--- src/rtl/lpimo_rr_arbiter.sv ---
// lpimo_rr_arbiter: shares one LPIMO master port among NUM_REQ requesters, with an in-order tag FIFO
// that routes each response back to its originator. Define LPIMO_ARB_FIXED_PRIORITY_EN for fixed priority.
module lpimo_rr_arbiter #(
    parameter int NUM_REQ   = 4,
    parameter int BW_QDATA  = 64,
    parameter int BW_YDATA  = 32,
    parameter int TAG_DEPTH = 4
) (
    input  logic                          clk,
    input  logic                          rst,
    input  logic [NUM_REQ-1:0]            req_qvalid,
    output logic [NUM_REQ-1:0]            req_qready,
    input  logic [NUM_REQ*BW_QDATA-1:0]   req_qdata,
    output logic [NUM_REQ-1:0]            req_yvalid,
    input  logic [NUM_REQ-1:0]            req_yready,
    output logic [BW_YDATA-1:0]           req_ydata,
    output logic                          mst_qvalid,
    input  logic                          mst_qready,
    output logic [BW_QDATA-1:0]           mst_qdata,
    input  logic                          mst_yvalid,
    output logic                          mst_yready,
    input  logic [BW_YDATA-1:0]           mst_ydata,
    output logic [$clog2(TAG_DEPTH):0]    outstanding,
    output logic                          orphan_err
);
    localparam int RW = $clog2(NUM_REQ);
    localparam int TW = $clog2(TAG_DEPTH);
    localparam int CW = TW + 1;

    logic [RW-1:0] start_idx;
    logic [RW-1:0] cand;
    logic [RW-1:0] winner;
    logic          found;
    logic          load_en;
    logic          grant_ok;
    logic          grant;

    logic [RW-1:0] tag_mem [TAG_DEPTH];
    logic [TW-1:0] wr_ptr;
    logic [TW-1:0] rd_ptr;
    logic [CW-1:0] count;
    logic [RW-1:0] head;
    logic          fifo_empty;
    logic          pop;

`ifdef LPIMO_ARB_FIXED_PRIORITY_EN
    assign start_idx = '0;
`else
    logic [RW-1:0] rr_ptr;

    // NOTE: sequential state uses non-blocking assignments so every register samples pre-edge values.
    always_ff @(posedge clk) begin
        if (rst)
            rr_ptr <= '0;
        else if (grant)
            rr_ptr <= (winner == RW'(NUM_REQ - 1)) ? '0 : winner + 1'b1;
    end

    assign start_idx = rr_ptr;
`endif

    // Rotating search: first requester with qvalid set, starting at start_idx.
    always_comb begin
        // NOTE: every output of this block gets a default first so no path infers a latch.
        found  = 1'b0;
        winner = '0;
        cand   = start_idx;
        for (int i = 0; i < NUM_REQ; i++) begin
            if (!found && req_qvalid[cand]) begin
                found  = 1'b1;
                winner = cand;
            end
            // NOTE: cand is blocking here because each iteration must see the previous iteration's value.
            cand = (cand == RW'(NUM_REQ - 1)) ? '0 : cand + 1'b1;
        end
    end

    // Full is judged on the registered count, so a pop this cycle only frees a tag next cycle.
    assign load_en    = !mst_qvalid || mst_qready;
    assign grant_ok   = load_en && (count < CW'(TAG_DEPTH));
    assign grant      = grant_ok && found;
    assign req_qready = grant ? (NUM_REQ'(1) << winner) : '0;

    always_ff @(posedge clk) begin
        if (rst) begin
            mst_qvalid <= 1'b0;
            mst_qdata  <= '0;
        end else if (grant) begin
            mst_qvalid <= 1'b1;
            mst_qdata  <= req_qdata[winner*BW_QDATA +: BW_QDATA];
        end else if (mst_qready) begin
            mst_qvalid <= 1'b0;
        end
    end

    assign head       = tag_mem[rd_ptr];
    assign fifo_empty = (count == '0);

    // An orphan beat is accepted and dropped so the bridge never stalls on it.
    always_comb begin
        req_yvalid = '0;
        mst_yready = 1'b1;
        if (!fifo_empty) begin
            mst_yready = req_yready[head];
            if (mst_yvalid)
                req_yvalid = NUM_REQ'(1) << head;
        end
    end

    assign req_ydata = mst_ydata;
    assign pop       = mst_yvalid && mst_yready && !fifo_empty;

    always_ff @(posedge clk) begin
        if (rst) begin
            wr_ptr     <= '0;
            rd_ptr     <= '0;
            count      <= '0;
            orphan_err <= 1'b0;
        end else begin
            if (grant)
                wr_ptr <= wr_ptr + 1'b1;
            if (pop)
                rd_ptr <= rd_ptr + 1'b1;
            if (grant && !pop)
                count <= count + 1'b1;
            else if (pop && !grant)
                count <= count - 1'b1;
            if (mst_yvalid && fifo_empty)
                orphan_err <= 1'b1;
        end
    end

    // NOTE: tag storage has no reset; entries are only read while count says they are valid.
    always_ff @(posedge clk) begin
        if (grant)
            tag_mem[wr_ptr] <= winner;
    end

    assign outstanding = count;

endmodule

--- config.mk ---
export PLATFORM = sky130hd
export DESIGN_NAME = lpimo_rr_arbiter
export DESIGN_NICKNAME = d
export VERILOG_FILES = /design/src/rtl/lpimo_rr_arbiter.sv
export SDC_FILE = /design/constraint.sdc
export NUM_CORES = 1
export LEC_CHECK = 0
export BUFFER_PORTS_ARGS = -buffer_cell sky130_fd_sc_hd__buf_2
export CORE_ASPECT_RATIO = 1.4
export CORE_MARGIN = 8
export CORE_UTILIZATION = 25
export DETAILED_ROUTE_END_ITERATION = 10
export GPL_ROUTABILITY_DRIVEN = 0
export PLACE_DENSITY = 0.52
export REMOVE_ABC_BUFFERS = 1
export SYNTH_ARGS = -nofsm -noshare
export SYNTH_HDL_FRONTEND = slang
export SYNTH_SLANG_ARGS = --single-unit
--- constraint.sdc ---
create_clock -name clk -period 3.6 [get_ports clk]
set_input_delay 0.9 -clock clk [delete_from_list [all_inputs] [get_ports clk]]
set_output_delay 0.9 -clock clk [all_outputs]
set_load 0.05 [all_outputs]
==> summary.md, run 1 <==
For the final routed database, the setup TNS stands at 0 ns. For this run, the detailed router's first-pass iteration total came to 4. The clock arrives with 0.00674 ns of skew. The number of different library cells used by synthesis comes to 47. Width of the die: 152 um. For the worst setup path, the data arrival time is 2.66 ns.

The tools report the post-route DRC violation count as 0. The path with the worst hold slack has its endpoint at orphan_err. The count of H-tree levels built during CTS came out at 3. For the routed length on met2, the log shows 13.1 mm. TritonCTS created 9 clock buffers. Averaged over all synthesized cells, the footprint is 10.5 sq um.

The largest fanout of any net on the critical path was 5. For the post-route total power, the log shows 8.13 mW. Logic depth of the worst register-to-register path: 10.

Fraction of layout cells with a size suffix above 1: 0.587. Share of synthesized registers carrying an async set or reset: 0. The endpoint of the worst-slack reg-to-reg timing path is mst_qdata[18].

The slew at the pin closest to its max-slew limit came out at 0.725 ns. Hold repair after CTS inserted 0 buffers. The run gives 42 as the pin count of the biggest net entering global routing. For the area of the mapped netlist, the log shows 6500 sq um.

Nature of the critical path endpoint: an output port. The run gives 0 as the warning count from the yosys run. TritonCTS built the clock tree.

Compared with the post-synthesis result, the final layout area differs by 37.9%. Dividing the detail-routed wire length by the instance count gives 21.2 um. Yosys mapped a number of flops with a built-in enable equal to 8. The run finished with clean final reports. Initial detailed-routing violation count: 252. Counting the fill cells in the layout gives 2664. The via density per instance was 4.91; the sum of met3 wire segment lengths after detailed routing was 2.58 mm.

The critical register-to-register path startpoint was rr_ptr[0]. The max-capacitance violation count is 0. The worst setup path is of the in -> out kind. The portion of the clock cycle consumed by the worst path in the final layout was 0.989.

Top routing layer in use: met5. The logs give 388 uV for the peak supply drop and 2 for the initial antenna violation count. The logs give 6159 for the number of vias after detailed routing and 2.70 ns for the endpoint required time on the critical path.

Headroom to the max-slew limit: 0.517. The share of the yosys chip area belonging to registers is 0.274, and the number of port buffers is 345. The floorplan row count is 70, and the proportion of netlist area held by the largest area contributor is 0.237. The clock period could shrink to 3.56 ns.

In this run the power density over the cells is 907 nW/um^2. Predominant post-synthesis flop cell: sky130_fd_sc_hd__dfxtp_1. The startpoint identified for the worst hold timing path is orphan_err.

The tools report the global-route congestion overflow total as 0. The hold violation total from the final report came out at 0. In this run the static leakage power is 4.14 nW. The die outline height is 207 um.

The share of the core filled with cells is 0.347. The run gives 410 as the number of I/O pins. Clock-pin slew was measured on the worst setup and hold paths at 0.07 ns. The run gives 0.252 as the initial core utilization. After synthesis, the cell types taking the most area are sky130_fd_sc_hd__dfxtp_1 24%, sky130_fd_sc_hd__a41oi_2 15%, sky130_fd_sc_hd__o221ai_2 13%. The run gives 85 as the total number of clock tree sinks.

The final layout contains routed wiring with a total length of 26.6 mm. Placeable core area: 25800 sq um. The logs give 0.49 ns for the slack of the worst reg-to-reg path and 10.3 mm for the met1 routed wirelength after detailed routing.

The tools report the final max-slew violation count as 0. The tightest min-delay check is of the reg -> reg type. Setup repair after global routing could not meet its margin everywhere. The first global-routing pass estimated 39.5 mm of wire. Setup violations remaining at the end of the flow were counted as 0. The worst setup path is launched from a primary input. The logs give 6664 for the via count of the first global-routing pass and 31500 sq um for the area of the die.

The logs give 0.163 for the total global-route track usage and 0 for the number of nets with antenna violations after routing. Cell accounting for the most synthesized area: sky130_fd_sc_hd__dfxtp_1. The number of synthesized register bits is 85, and the maximum count of clock buffers along a single path is 2. The peak clock frequency supported by timing is 281 MHz, and the total number of nets in the final design is 1236. The later pin in the worst-skew pair is clocked with a latency of 0.36 ns. The worst hold path depth works out to 2. In the synthesized netlist, the number of instances is 618. Detailed placement finished with a half-perimeter wire length of 20.7 mm. The buffer cell driving the clock tree root is sky130_fd_sc_hd__clkbuf_16.
## placed cells by master (no fill, tap or decap), drive strengths merged, types with 2 or more instances in the layout
| cell type | instances |
|---|---|
| buf | 391 |
| dfxtp | 77 |
| inv | 76 |
| mux2i | 69 |
| nor3b | 66 |
| o221ai | 66 |
| a41oi | 64 |
| nor2 | 23 |
| ha | 10 |
| and2 | 10 |
| clkbuf | 9 |
| edfxtp | 8 |
| nand2 | 5 |
| a21oi | 5 |
| mux4 | 4 |
| o21a | 4 |
| clkinv | 4 |
| a211o | 3 |
| o21ai | 3 |
| xnor2 | 3 |
| nor3 | 3 |
| a32oi | 2 |
| nor2b | 2 |
| nand2b | 2 |
| o211ai | 2 |
| xor2 | 2 |
| or2 | 2 |
| a221oi | 2 |
## report_power, final
part | total, mW | internal, mW | switching [mW]
Clock | 0.984 | 0.541 | 0.443
Sequential | 1.47 | 1.31 | 0.157
Combinational | 5.68 | 2.08 | 3.60
## final cells by class
class	count	area, sq um	share of cell area
Clock inverter	7	75.1	0.00837
Clock buffer	9	225	0.0251
Antenna cell	1	2.50	0.000279
Multi-Input combinational cell	363	3960	0.442
Timing Repair Buffer	391	2230	0.249
Tap cell	324	405	0.0452
Sequential cell	85	1780	0.199
Inverter	75	282	0.0314
## Yosys cell counts, types with 2 or more instances
master / number
sky130_fd_sc_hd__a211o_1: 3
sky130_fd_sc_hd__a21oi_1: 5
sky130_fd_sc_hd__a32oi_1: 2
sky130_fd_sc_hd__a41oi_1: 4
sky130_fd_sc_hd__a41oi_2: 60
sky130_fd_sc_hd__and2_1: 10
sky130_fd_sc_hd__buf_2: 26
sky130_fd_sc_hd__buf_4: 34
sky130_fd_sc_hd__buf_6: 9
sky130_fd_sc_hd__clkbuf_1: 23
sky130_fd_sc_hd__clkbuf_2: 2
sky130_fd_sc_hd__dfxtp_1: 77
sky130_fd_sc_hd__edfxtp_1: 8
sky130_fd_sc_hd__ha_1: 10
sky130_fd_sc_hd__inv_1: 74
sky130_fd_sc_hd__mux2i_1: 69
sky130_fd_sc_hd__mux4_2: 4
sky130_fd_sc_hd__nand2_1: 5
sky130_fd_sc_hd__nand2b_1: 2
sky130_fd_sc_hd__nor2_1: 23
sky130_fd_sc_hd__nor2b_1: 2
sky130_fd_sc_hd__nor3_1: 3
sky130_fd_sc_hd__nor3b_1: 66
sky130_fd_sc_hd__o211ai_1: 2
sky130_fd_sc_hd__o21a_1: 4
sky130_fd_sc_hd__o21ai_0: 3
sky130_fd_sc_hd__o221ai_1: 11
sky130_fd_sc_hd__o221ai_2: 55
sky130_fd_sc_hd__xnor2_1: 3
sky130_fd_sc_hd__xor2_1: 2
## cells by family after synthesis
logic type / share of synthesized area
and+or+nand+nor: 0.114
buffers and inverters: 0.133
xor gates and xnor gates: 0.00673
muxes: 0.122
AOI/OAI and AO/OA: 0.326
DFF: 0.274
adders and majority gates: 0.0239
## repair_timing
item	4_1_cts	5_1_grt
pin swaps	3	5
setup buffers	2	3
setup endpoints to repair	4	4
gates resized for setup	10	17
## per-layer routing
metal / up-vias / global-route usage
li1: 2931 / -
met1: 2895 / 0.174
met2: 292 / 0.280
met3: 37 / 0.0760
met4: 4 / 0.0526
met5: - / 0.0222
## per-stage QoR
step	setup WS, ns	std cells	hold WS [ns]	cell area [sq um]
detailed placement	-0.130	1233	0.458	8530
finish	0.0383	1255	0.479	8970
CTS	0.00162	1251	0.473	8890
floorplan	-4.53	523	0.490	5920
global placement	-0.102	1233	0.448	8530
global route	-0.0504	1255	0.520	8970
## sequential cells by signal, indices dropped and copies added (netlist names), named ones only
register / count
mst_qvalid: 1
outstanding: 3
tag_mem: 8
orphan_err: 1
rr_ptr: 2
wr_ptr: 2
mst_qdata: 64
rd_ptr: 2
## worst max path at each step
| stage | cells after the start | slack [ns] | startpoint | to |
|---|---|---|---|---|
| after CTS | 9 | 0.002 | rr_ptr[1] | req_qready[2] |
| final | 9 | 0.04 | req_qvalid[0] | req_qready[0] |
| after detailed placement | 9 | -0.13 | req_qvalid[2] | req_qready[0] |
| after global placement | 9 | -0.10 | req_qvalid[2] | req_qready[0] |
| after floorplan | 4 | -4.53 | req_qvalid[3] | mst_qdata[15] |
| after global routing | 9 | -0.05 | rr_ptr[1] | req_qready[0] |
## critical path, cell delays in order
cell and delay [ns]:
sky130_fd_sc_hd__buf_2 0.11, sky130_fd_sc_hd__mux2_4 0.26, sky130_fd_sc_hd__a211o_1 0.30, sky130_fd_sc_hd__a221oi_4 0.29
sky130_fd_sc_hd__o221ai_4 0.21, sky130_fd_sc_hd__buf_6 0.17, sky130_fd_sc_hd__ha_4 0.14, sky130_fd_sc_hd__and2_4 0.13
sky130_fd_sc_hd__buf_8 0.14
(Power assumes the default switching activity.)
==> run 2, diff against run 1 <==
Settings changed: PLACE_DENSITY 0.52 to 0.58.
==> summary.md, run 2 (synthesized netlist as in run 1, its figures left out) <==
Leaving out fill and tap cells, the most frequent cell in the layout is sky130_fd_sc_hd__buf_2. The floorplan row count is 70. For the combinational cell fraction of total power, the log shows 0.695.

The tools report the headroom to the max-slew limit as 0.487. The die is 152 um wide. At the worst endpoint, the required time is 2.70 ns. For the aggregate negative setup slack, the log shows 0 ns. Once routing completed, OpenROAD measured the worst setup slack at 0.0518 ns. The logs give 3.79 mW for the cell-internal power and 0.252 for the initial core utilization. Capture point of the critical path: req_qready[0]. The sequential cell fraction of total power is 0.186. The number of nets with antenna violations after routing is 0. After detailed routing, the total wire length is 26.1 mm. The die outline height is 207 um, and the multi-input combinational cell area is 3950 sq um. The number of flip-flops in the largest register works out to 64. Setup repair after global routing could not meet its margin everywhere. TritonCTS built the clock tree. The number of port buffers came out at 345. At the placement stage, the worst setup path has a slack of -0.0876 ns. The first global-routing pass estimated 39.3 mm of wire.

The tools report the nature of the critical path endpoint as an output port. The area of the die came out at 31500 sq um. The classification of the worst setup path was reg -> out.

The half-perimeter wire length after detailed placement is 20.5 mm. The max-capacitance violation count is 0, and the total number of nets in the final design is 1227. The finished cells cover 8860 sq um. Setup violations remaining at the end of the flow were counted as 0. The run gives 2 as the initial antenna violation count.

The placeable core area was 25800 sq um. The tightest hold path in the finished design has a slack of 0.510 ns. The total leakage power is 4.07 nW.

Kind of path behind the tightest hold check: reg -> reg. In this run the number of H-tree levels came out at 3. The via count of the first global-routing pass came out at 6728. After detailed placement, the design holds a cell count of 1226. Summed over all layers, the global routing overflow is 0. For the worst-skew pair, the clock arrives at the later sink with an insertion delay of 0.35 ns. The pin count of the biggest net entering global routing was 44. Leaving out fill and tap cells, the most frequent cells in the layout are 341 x sky130_fd_sc_hd__buf_2, 76 x sky130_fd_sc_hd__dfxtp_1, 73 x sky130_fd_sc_hd__inv_1, 69 x sky130_fd_sc_hd__mux2i_1, 66 x sky130_fd_sc_hd__nor3b_1. The detailed router finished its first iteration with 201 violations. The clock tree skew after final layout was 0.0130 ns. The final max-slew violation count was 0. Clock-pin slew was measured on the worst setup and hold paths at 0.07 ns.

For this design, the sink count on the clock tree is 85. The finished layout holds 1246 standard cells, fillers aside. In this run the critical register-to-register path is launched from rr_ptr[0]. The fraction of layout cells with a size suffix above 1 works out to 0.579.

The total global-route track usage was 0.161; the number of filler cells placed in the layout was 2662. After detailed routing, the number of remaining DRC violations is 0. The hold violation total from the final report came out at 0. The tree is rooted in a sky130_fd_sc_hd__clkbuf_16. The flow ran to the end, and the final reports show no timing, DRC or antenna violations. In this run the cell area measured after placement is 8450 sq um.

For the number of optimization iterations in the first detailed-route pass, the log shows 4. For the pin with the worst max-slew slack, the measured transition is 0.770 ns. The tools report the element type at the critical path start as a register.

The time the final worst path needs with I/O delays and setup is 3.55 ns. The logs give 0.119 for the clock network fraction of total power and 282 MHz for the peak clock frequency supported by timing. For the post-route total power, the log shows 7.95 mW.

Portion of the clock cycle consumed by the worst path in the final layout: 0.986. Dividing total power by cell area gives a power density of 897 nW/um^2. The logic depth of the worst register-to-register path is 10, and the number of hold buffers added after cts is 0. The largest fanout of any net on the critical path is 4, and the peak supply drop is 385 uV. Summed over all nets, the switching power comes to 4.16 mW. After detailed routing, the average wire length per cell comes to 21.0 um. The number of I/O pins came out at 410. For the footprint of the flip-flops and latches, the log shows 1780 sq um.

The most critical setup path has its startpoint at rr_ptr[1]. The run gives 6163 as the number of vias after detailed routing. In this run the register-to-register setup slack is 0.51 ns. STA puts the critical path data arrival time at 2.65 ns.

The share of the core filled with cells was 0.343; the fraction of power spent switching nets was 0.524. The register with the most flip-flops is mst_qdata. The total clock buffers created by CTS was 9. The endpoint identified for the worst register-to-register timing path is mst_qdata[16]. The run gives 2 as the maximum count of clock buffers along a single path.

Compared with the post-synthesis result, the final layout area differs by 36.1%. The via density per instance is 4.95.
-- run 2: cell type report --
type                            count  area share
Antenna cell                        1    0.000283
Clock buffer                        9      0.0254
Clock inverter                      7     0.00777
Inverter                           75      0.0318
Multi-Input combinational cell    363       0.446
Sequential cell                    85       0.201
Tap cell                          324      0.0458
Timing Repair Buffer              382       0.241
-- run 2: power groups by stage --
stage / Combinational, mW / Sequential [mW] / Clock (mW)
3_3_place_gp: 5.39 / 1.49 / 0
6_report: 5.52 / 1.48 / 0.946
5_1_grt: 5.91 / 1.51 / 1.03
4_1_cts: 5.50 / 1.48 / 1.00
3_5_place_dp: 5.43 / 1.49 / 0
2_1_floorplan: 3.04 / 2.32 / 0
-- run 2: routing by layer --
metal / track usage / part of all wire / up-vias
met1: 0.178 / 0.40 / 2958
met3: 0.0690 / 0.087 / 25
met5: 0.0253 / 0.0047 / -
li1: - / - / 2905
met2: 0.278 / 0.50 / 271
met4: 0.0412 / 0.013 / 4
-- run 2: worst max-delay path: stages (launching register included) --
cell                       delay [ns]
sky130_fd_sc_hd__dfxtp_2         0.34
sky130_fd_sc_hd__ha_4            0.29
sky130_fd_sc_hd__mux2_4          0.30
sky130_fd_sc_hd__a211o_1         0.31
sky130_fd_sc_hd__a221oi_4        0.30
sky130_fd_sc_hd__o221ai_4        0.19
sky130_fd_sc_hd__buf_6           0.16
sky130_fd_sc_hd__ha_4            0.14
sky130_fd_sc_hd__and2_4          0.13
sky130_fd_sc_hd__buf_8           0.14
-- run 2: worst min-delay path by stage --
stage            endpoint        from  cells after the start  slack (ns)
2_1_floorplan    register   rd_ptr[1]                      2        0.49
3_3_place_gp   orphan_err  orphan_err                      2        0.50
3_5_place_dp   orphan_err  orphan_err                      2        0.50
4_1_cts        orphan_err  orphan_err                      2        0.52
5_1_grt        orphan_err  orphan_err                      2        0.56
6_report       orphan_err  orphan_err                      2        0.51
-- run 2: repair_timing --
item / 4_1_cts / 5_1_grt
pin swaps: 4 / 4
endpoints found under the setup margin: 4 / 4
setup buffers: 1 / 2
gates resized for setup: 9 / 14
==> run 3, diff against run 2 <==
Settings changed: PLACE_DENSITY 0.58 to 0.62.
Clock period 3.6 ns to 4.6 ns, I/O delays scaled along.
==> summary.md, run 3 (synthesized netlist as in run 1, its figures left out) <==
The run gives 0.35 ns as the insertion delay to the later sink of the worst-skew pair. The element type at the critical path start is a register. Across the VDD grid, the largest voltage drop is 280 uV.

The register with the most flip-flops in the layout has 64 of them. The fraction of power spent switching nets is 0.538. By instance count, the cell type seen most on the critical path is sky130_fd_sc_hd__ha_1.

TritonCTS built the clock tree. The run gives 0.00479 ns as the clock tree skew after final layout. Leaving out fill and tap cells, the most frequent cell in the layout is sky130_fd_sc_hd__buf_2. The tools report the max-capacitance violation count as 0. The count of nets left with antenna violations once routing finished came out at 0. The number of hold buffers added after CTS was 0.

The final route contains 6077 vias. The critical path buffer and inverter count works out to 2. The count of buffers added by post-CTS timing repair for setup is 0, and the area of the die is 31500 sq um. The layout has 2679 filler cells.

For the post-route total power, the log shows 5.91 mW. 410 I/O pins were placed. The initial core utilization was 0.252. Setup violations remaining at the end of the flow were counted as 0. The critical path goes through ha_1, mux2_1, a211o_1, a221oi_2, o221ai_4, inv_1, ha_1, and2_1, buf_2. Counting flops per register, the top entry is mst_qdata.

The total clock buffers created by CTS came out at 9. The most critical setup path has its startpoint at rr_ptr[1]. The run gives 0.681 as the combinational cell fraction of total power. Counting every sink on the clock net gives 85. Dividing the detail-routed wire length by the instance count gives 20.9 um. The endpoint required time on the critical path was 3.45 ns; the clock network fraction of total power was 0.124.

The internal power of the cells totals 2.73 mW. The cell type group with the largest total delay on the critical path was compound AO/OA/AOI/OAI gates. In this run the deepest clock path goes through 2 buffers. The tools report the post-layout instance count excluding filler cells as 1222.

The peak clock frequency supported by timing is 229 MHz, and the total wire length after detailed routing is 25.6 mm. For the pin with the worst max-slew slack, the measured transition is 0.749 ns. Count of H-tree levels built during CTS: 3. In the layout the commonest cells are 344 x sky130_fd_sc_hd__buf_2, 77 x sky130_fd_sc_hd__dfxtp_1, 74 x sky130_fd_sc_hd__inv_1, 69 x sky130_fd_sc_hd__mux2i_1, 66 x sky130_fd_sc_hd__nor3b_1. The final layout contains 1203 nets. The flow ran to the end, and the final reports show no timing, DRC or antenna violations. The run gives 4 as the initial antenna violation count. The number of optimization iterations in the first detailed-route pass came out at 4.

Setup repair after global routing left no endpoint under its margin. The critical register-to-register path startpoint was rr_ptr[1]. The number of port buffers was 345. Nature of the critical path endpoint: an output port.

The portion of the clock cycle consumed by the worst path in the final layout came out at 0.951. Maximum single-stage delay on the critical path: 0.52 ns. The run gives 1.10 ns as the slack of the worst reg-to-reg path. Headroom to the max-slew limit: 0.500. The first global-routing pass estimated 37.8 mm of wire. The area overhead of the layout relative to synthesis works out to 31.1%.

The run gives 0.195 as the sequential cell fraction of total power. The tools report the hold violation total from the final report as 0. For the via count of the first global-routing pass, the log shows 6589. The largest fanout of any net on the critical path came out at 9.

The final max-slew violation count was 0. The time the final worst path needs with I/O delays and setup is 4.37 ns. After legalization and detailed placement, the total HPWL measured 19.6 mm. Including well taps, the total number of placed cells is 1205. The worst hold path belongs to the class reg -> reg. In the routed layout, each cell is associated on average with a via count of 4.97. The fraction of layout cells with a size suffix above 1 is 0.557.

Clock tree synthesis selected as its root buffer the cell sky130_fd_sc_hd__clkbuf_16. The pin count of the biggest net entering global routing is 65, and the global-route congestion overflow total is 0. For the total global-route track usage, the log shows 0.156. Clock-pin slew was measured on the worst setup and hold paths at 0.07 ns.

For this design the total switching power over the nets is 3.18 mW. The floorplan step defined a core boundary enclosing 25800 sq um. The initialized floorplan defines 70 standard-cell rows.

Power per cell area: 692 nW/um^2. For the worst setup path, the data arrival time is 3.22 ns. The total leakage power is 3.93 nW. The critical path is of the reg -> out type. The detailed router finished its first iteration with 215 violations.

On the critical path, the stage with the largest delay is an instance of sky130_fd_sc_hd__ha_1. The die outline height works out to 207 um. The logs give 0 for the post-route DRC violation count and 0 for the post-cts gate resize count.

The die is 152 um wide. The worst hold path begins at orphan_err.
## run 3: cell count changes in the layout (fill, tap and decap cells not counted), sizes merged
cell,change
inv,+1
buf,-24
clkinvlp,-2
clkinv,+1
## run 3: worst paths after layout
path | depth (start not counted) | to
setup / recovery | 9 | req_qready[2]
hold / removal | 2 | orphan_err
setup reg to reg | 9 | mst_qdata[51]
hold reg to reg | 2 | orphan_err
## run 3: per-stage QoR
step	hold slack [ns]	area (sq um)	utilization	setup slack, ns	setup TNS [ns]
4_1_cts	0.489	8530	0.330	0.214	0
3_5_place_dp	0.470	8250	0.319	0.230	0
5_1_grt	0.504	8530	0.330	0.0403	0
6_report	0.490	8530	0.330	0.226	0
2_1_floorplan	0.490	5920	-	-3.78	-250.73
3_3_place_gp	0.463	8250	0.319	0.268	0
## run 3: power by group through the flow
| stage | combinational, mW | sequential (mW) | clock [mW] |
|---|---|---|---|
| 3_5_place_dp | 4.07 | 1.17 | 0 |
| 5_1_grt | 4.31 | 1.18 | 0.794 |
| 2_1_floorplan | 2.38 | 1.81 | 0 |
| 3_3_place_gp | 4.03 | 1.16 | 0 |
| 6_report | 4.02 | 1.15 | 0.732 |
| 4_1_cts | 4.08 | 1.15 | 0.761 |
## run 3: layer usage
metal | up-vias | global-route usage | share of wire
met1 | 2888 | 0.165 | 0.39
li1 | 2860 | - | -
met5 | - | 0.0269 | 0.0058
met3 | 29 | 0.0727 | 0.10
met2 | 292 | 0.269 | 0.49
met4 | 8 | 0.0476 | 0.014
## run 3: area by class of cell
| type | instances | area, sq um | share of cell area |
|---|---|---|---|
| Multi-Input combinational cell | 363 | 3900 | 0.457 |
| Timing Repair Buffer | 358 | 1880 | 0.220 |
| Sequential cell | 85 | 1780 | 0.209 |
| Antenna cell | 1 | 2.50 | 0.000293 |
| Clock buffer | 9 | 225 | 0.0264 |
| Inverter | 75 | 282 | 0.0330 |
| Tap cell | 324 | 405 | 0.0475 |
| Clock inverter | 7 | 56.3 | 0.00660 |
## run 3: worst min-delay path, cell delays in order (launching register included)
cell and delay (ns):
sky130_fd_sc_hd__dfxtp_1 0.34, sky130_fd_sc_hd__a21oi_1 0.05, sky130_fd_sc_hd__nor2_1 0.07
